--- src/rtl/alu_arbiter.sv ---
// Round-robin arbiter that shares one combinational ALU between two requesters.
// Operands are registered on grant, the result is captured one cycle later and returned with the requester id.
module alu_arbiter #(
   parameter int WIDTH = 8,
   parameter int OPW   = 3,
   parameter int CNTW  = 16
) (
   input  logic             clk,
   input  logic             rst_n,
   input  logic             req0_valid,
   output logic             req0_ready,
   input  logic [WIDTH-1:0] req0_a,
   input  logic [WIDTH-1:0] req0_b,
   input  logic [OPW-1:0]   req0_op,
   input  logic             req1_valid,
   output logic             req1_ready,
   input  logic [WIDTH-1:0] req1_a,
   input  logic [WIDTH-1:0] req1_b,
   input  logic [OPW-1:0]   req1_op,
   output logic [WIDTH-1:0] alu_a,
   output logic [WIDTH-1:0] alu_b,
   output logic [OPW-1:0]   alu_op,
   input  logic [WIDTH-1:0] alu_out,
   input  logic             alu_carry_out,
   input  logic             alu_c_flag,
   input  logic             alu_zero_flag,
   output logic             rsp_valid,
   input  logic             rsp_ready,
   output logic             rsp_id,
   output logic [WIDTH-1:0] rsp_data,
   output logic             rsp_carry,
   output logic             rsp_cflag,
   output logic             rsp_zero,
   output logic [CNTW-1:0]  op_count
);

   typedef enum logic [1:0] {IDLE, EXEC, RESP} state_t;

   typedef struct packed {
      logic [WIDTH-1:0] a;
      logic [WIDTH-1:0] b;
      logic [OPW-1:0]   op;
   } alu_req_t;

   state_t   state;
   logic     prio;
   logic     cur_id;
   logic     win_id;
   alu_req_t win_req;

   // prio names the requester that wins a tie; it flips to the other id after each response
   always_comb begin
      win_id = req1_valid;
      if (req0_valid && req1_valid) win_id = prio;
      win_req = win_id ? alu_req_t'{req1_a, req1_b, req1_op}
                       : alu_req_t'{req0_a, req0_b, req0_op};
   end

   assign req0_ready = (state == IDLE) && req0_valid && !win_id;
   assign req1_ready = (state == IDLE) && req1_valid &&  win_id;

   always_ff @(posedge clk or negedge rst_n) begin
      if (!rst_n) begin
         state     <= IDLE;
         prio      <= 1'b0;
         cur_id    <= 1'b0;
         alu_a     <= '0;
         alu_b     <= '0;
         alu_op    <= '0;
         rsp_valid <= 1'b0;
         rsp_id    <= 1'b0;
         rsp_data  <= '0;
         rsp_carry <= 1'b0;
         rsp_cflag <= 1'b0;
         rsp_zero  <= 1'b0;
         op_count  <= '0;
      end else begin
         case (state)
            IDLE: if (req0_valid || req1_valid) begin
               cur_id <= win_id;
               alu_a  <= win_req.a;
               alu_b  <= win_req.b;
               alu_op <= win_req.op;
               state  <= EXEC;
            end
            EXEC: begin
               rsp_valid <= 1'b1;
               rsp_id    <= cur_id;
               rsp_data  <= alu_out;
               rsp_carry <= alu_carry_out;
               rsp_cflag <= alu_c_flag;
               rsp_zero  <= alu_zero_flag;
               state     <= RESP;
            end
            RESP: if (rsp_ready) begin
               rsp_valid <= 1'b0;
               prio      <= ~rsp_id;
               if (op_count != '1) op_count <= op_count + CNTW'(1);
               state     <= IDLE;
            end
            default: state <= IDLE;
         endcase
      end
   end

endmodule

--- config.mk ---
export PLATFORM = sky130hd
export DESIGN_NAME = alu_arbiter
export DESIGN_NICKNAME = d
export VERILOG_FILES = /design/src/rtl/alu_arbiter.sv
export SDC_FILE = /design/constraint.sdc
export NUM_CORES = 1
export LEC_CHECK = 0
export CORE_MARGIN = 2
export CORE_UTILIZATION = 45
export DETAILED_ROUTE_END_ITERATION = 16
export PLACE_DENSITY = 0.88
export SYNTH_ARGS = -nofsm -noshare
export SYNTH_HDL_FRONTEND = slang
export SYNTH_SLANG_ARGS = --single-unit
--- constraint.sdc ---
create_clock -name clk -period 4.1 [get_ports clk]
set_input_delay 0.41 -clock clk [delete_from_list [all_inputs] [get_ports clk]]
set_output_delay 0.41 -clock clk [all_outputs]
set_load 0.03 [all_outputs]
==> impl_metrics.csv <==
group,metric,value,unit
min_path,hp-class,"input pin to asynchronous set/reset pin",
setup_path,cpMaxStageDelayCell,"clkdlybuf4s50_1",
drt,vias,1872,
die,core-area,5042,um2
drt,top_layer,"met4",
timing,tightest_slew,1.194,ns
cts,cts_resized,0,
drt,drt_first_iter_violations,72,
drt,wl_per_cell,13.85,um
setup_path,required,3.69,ns
cts,post-cts-setup-buffer-count,0,
setup_path,cp-start-kind,"input pin",
setup_path,max_stage_delay,0.66,ns
synthesis,syn_area,2333,um2
die,num_rows,26,
power,p_leak,1.561,nW
synthesis,synth_nets,255,
power,p_per_area,668.9,nW/um2
setup_path,crit_fanout,9,
synthesis,synth_area_leaders,"dfrtp_1, mux2i_1, xor2_1",
setup_path,path_buf_inv,4,
die,io-pin-count,104,
cts,cts_hold_buf,0,
timing,relSlewSlack,20.41,%
layout,final_common_cell,"clkdlybuf4s50_1",
global_routing,grt_usage,18.56,%
cts,clkTransAtPathRegs,0.09,ns
placed_design,post-place-cells,365,
synthesis,ys_seq_area_share,55.76,%
synthesis,yosys.area.top_type,"dfrtp_1",
synthesis,yosys_warnings,0,
global_routing,grt_pass1_vias,1904,
placed_design,gp_congestion,0.8072,
outcome,status,"complete, no violations",
placed_design,dp_slack,1.525,ns
layout,diodes,0,
drt,route.detailed.drc,0,
global_routing,grt_max_degree,53,
placed_design,hpwlAfterDp,3.855,mm
synthesis,syn_area_per_cell,11.67,um2
timing,hold_slack,0.2086,ns
synthesis,ys_ff_latch,52,
layout,final_nets,357,
cts,cts_num_sinks,52,
drt,firstDrtPassIters,4,
setup_path,critical_path_class,"input pin to output port",
global_routing,grt_antenna_before_repair,0,
timing,fin_ws,1.529,ns
layout,drive_gt1_share,8.251,%
power,finalPower,2.345,mW
die,die_y,76.01,um
run,cap_violations,0,
die,start_util,46.28,%
timing,finalHoldViolations,0,
timing,maxSlewViolCount,0,
synthesis,yosysTopAreaCellShare,55.76,%
timing,fmax,389.0,MHz
setup_path,crit_path_end_kind,"output port",
drt,wirelength,5.165,mm
timing,setup_violations,0,
cts,h-tree-depth,2,
drt,wl_met1,1.987,mm
timing,period_needed,2.571,ns
layout,area_delta_synth_final,50.24,%
cts,cts_buffers,5,
drt,routed-wl-met3,298,um
drt,ant_nets,0,
setup_path,worstPathArrival,2.16,ns
setup_path,cp_top_family,"buffers and inverters",
timing,rsz0062_at_grt,"no",
timing,period_share,62.70,%
layout,final_cells,373,
die,die_w,76.01,um
die,fp.dieArea,5778,um2
setup_path,crit_chain,"clkdlybuf4s50_1 -> inv_1 -> o21ai_2 -> buf_4 -> and3_1 -> clkdlybuf4s50_1",
synthesis,synth_cell_type_count,30,
timing,tns,0,ns
drt,routed-wl-met2,2.807,mm
cts,clockRootBuffer,"clkbuf_8",
timing,skew,0.005296,ns
global_routing,overflow,0,
cts,cts_tree,"built",
layout,most-common-layout-cells,"clkdlybuf4s50_1, dfrtp_1, nor2_1, mux2i_1, a21oi_1",
power,vdd_drop_max,0.0004899,V
drt,via_per_inst,5.019,
placed_design,io_buffers,103,
global_routing,grt_first_pass_wirelength,8.735,mm
cts,insertion_delay,0.30,ns
synthesis,synth_cells,200,
setup_path,crit_top_cell,"clkdlybuf4s50_1",
cts,clock_path_buffers,2,
flip-flops by register name, summed over array words and instances (netlist names), 2 cells and up:
name / cells
state: 2
alu_b: 8
rsp_data: 8
alu_op: 3
alu_a: 8
op_count: 16
metrics by stage:
stage	area, um2	util, %
after floorplan	2333	-
after global placement	3413	67.69
after detailed placement	3413	67.69
after CTS	3506	69.53
after global routing	3506	69.53
final	3506	69.53
path summary, 6_finish.rpt:
path                                 startpoint                  endpoint  slack [ns]  cells past startpoint
max in group asynchronous                 rst_n      alu_b[7]$_DFFE_PN0P_        3.46                      2
min in group clk             rsp_id$_DFFE_PN0P_          prio$_DFFE_PN0P_        0.49                      1
max                                  req0_valid                req0_ready        1.53                      6
min                                       rst_n   op_count[6]$_DFFE_PN0P_        0.21                      2
max reg2reg                state[0]$_DFFE_PN0P_  op_count[14]$_DFFE_PN0P_        2.17                      4
min reg2reg                  rsp_id$_DFFE_PN0P_          prio$_DFFE_PN0P_        0.49                      1
synth_stat cells:
library cell	count
mux2_1	8
nor2b_1	1
o21bai_1	2
nor3_1	9
xor2_1	15
buf_6	2
ha_1	1
nor4_2	4
nor3b_2	1
nand3_1	3
nor2_1	22
o21a_1	2
nand4_1	6
and3_1	4
nor3b_1	1
nand2_1	7
buf_2	3
o21ai_1	1
mux2i_1	19
inv_1	2
mux2_2	5
nand3b_1	1
or2_1	1
and4_4	1
clkbuf_1	5
o21ai_0	1
and4bb_4	1
a21oi_1	19
buf_1	1
dfrtp_1	52
final cells by class:
class,count,area (um2)
fillers,393,1536
flip-flops and latches,52,1301
repair buffers,106,1049
multi-input cells,135,968.4
well taps,70,87.58
clock buffers,6,82.58
clock inverters,2,10.01
inverters,2,7.507
report_power, final:
part	switching (mW)	total, mW	internal, mW
registers	0.134	0.846	0.711
logic	0.677	1.20	0.527
clock network	0.160	0.295	0.135
total	0.971	2.35	1.37
kinds of logic (layout without fill, tap and decap cells):
group / count (synthesis) / after routing / synth area share (%)
flops: 52 / 52 / 55.76
compound gates: 25 / 25 / 5.790
mux: 32 / 32 / 14.42
fa+ha+maj: 1 / 1 / 0.5361
simple gates: 62 / 62 / 14.96
buf+inv: 13 / 116 / 2.895
xor+xnor: 15 / 15 / 5.630
metal layers:
metal / track usage (%) / up-vias
li1: - / 899
met1: 21.09 / 910
met2: 33.75 / 56
met3: 5.924 / 7
met4: 4.909 / 0
met5: 0 / -
(Power assumes the default switching activity.)
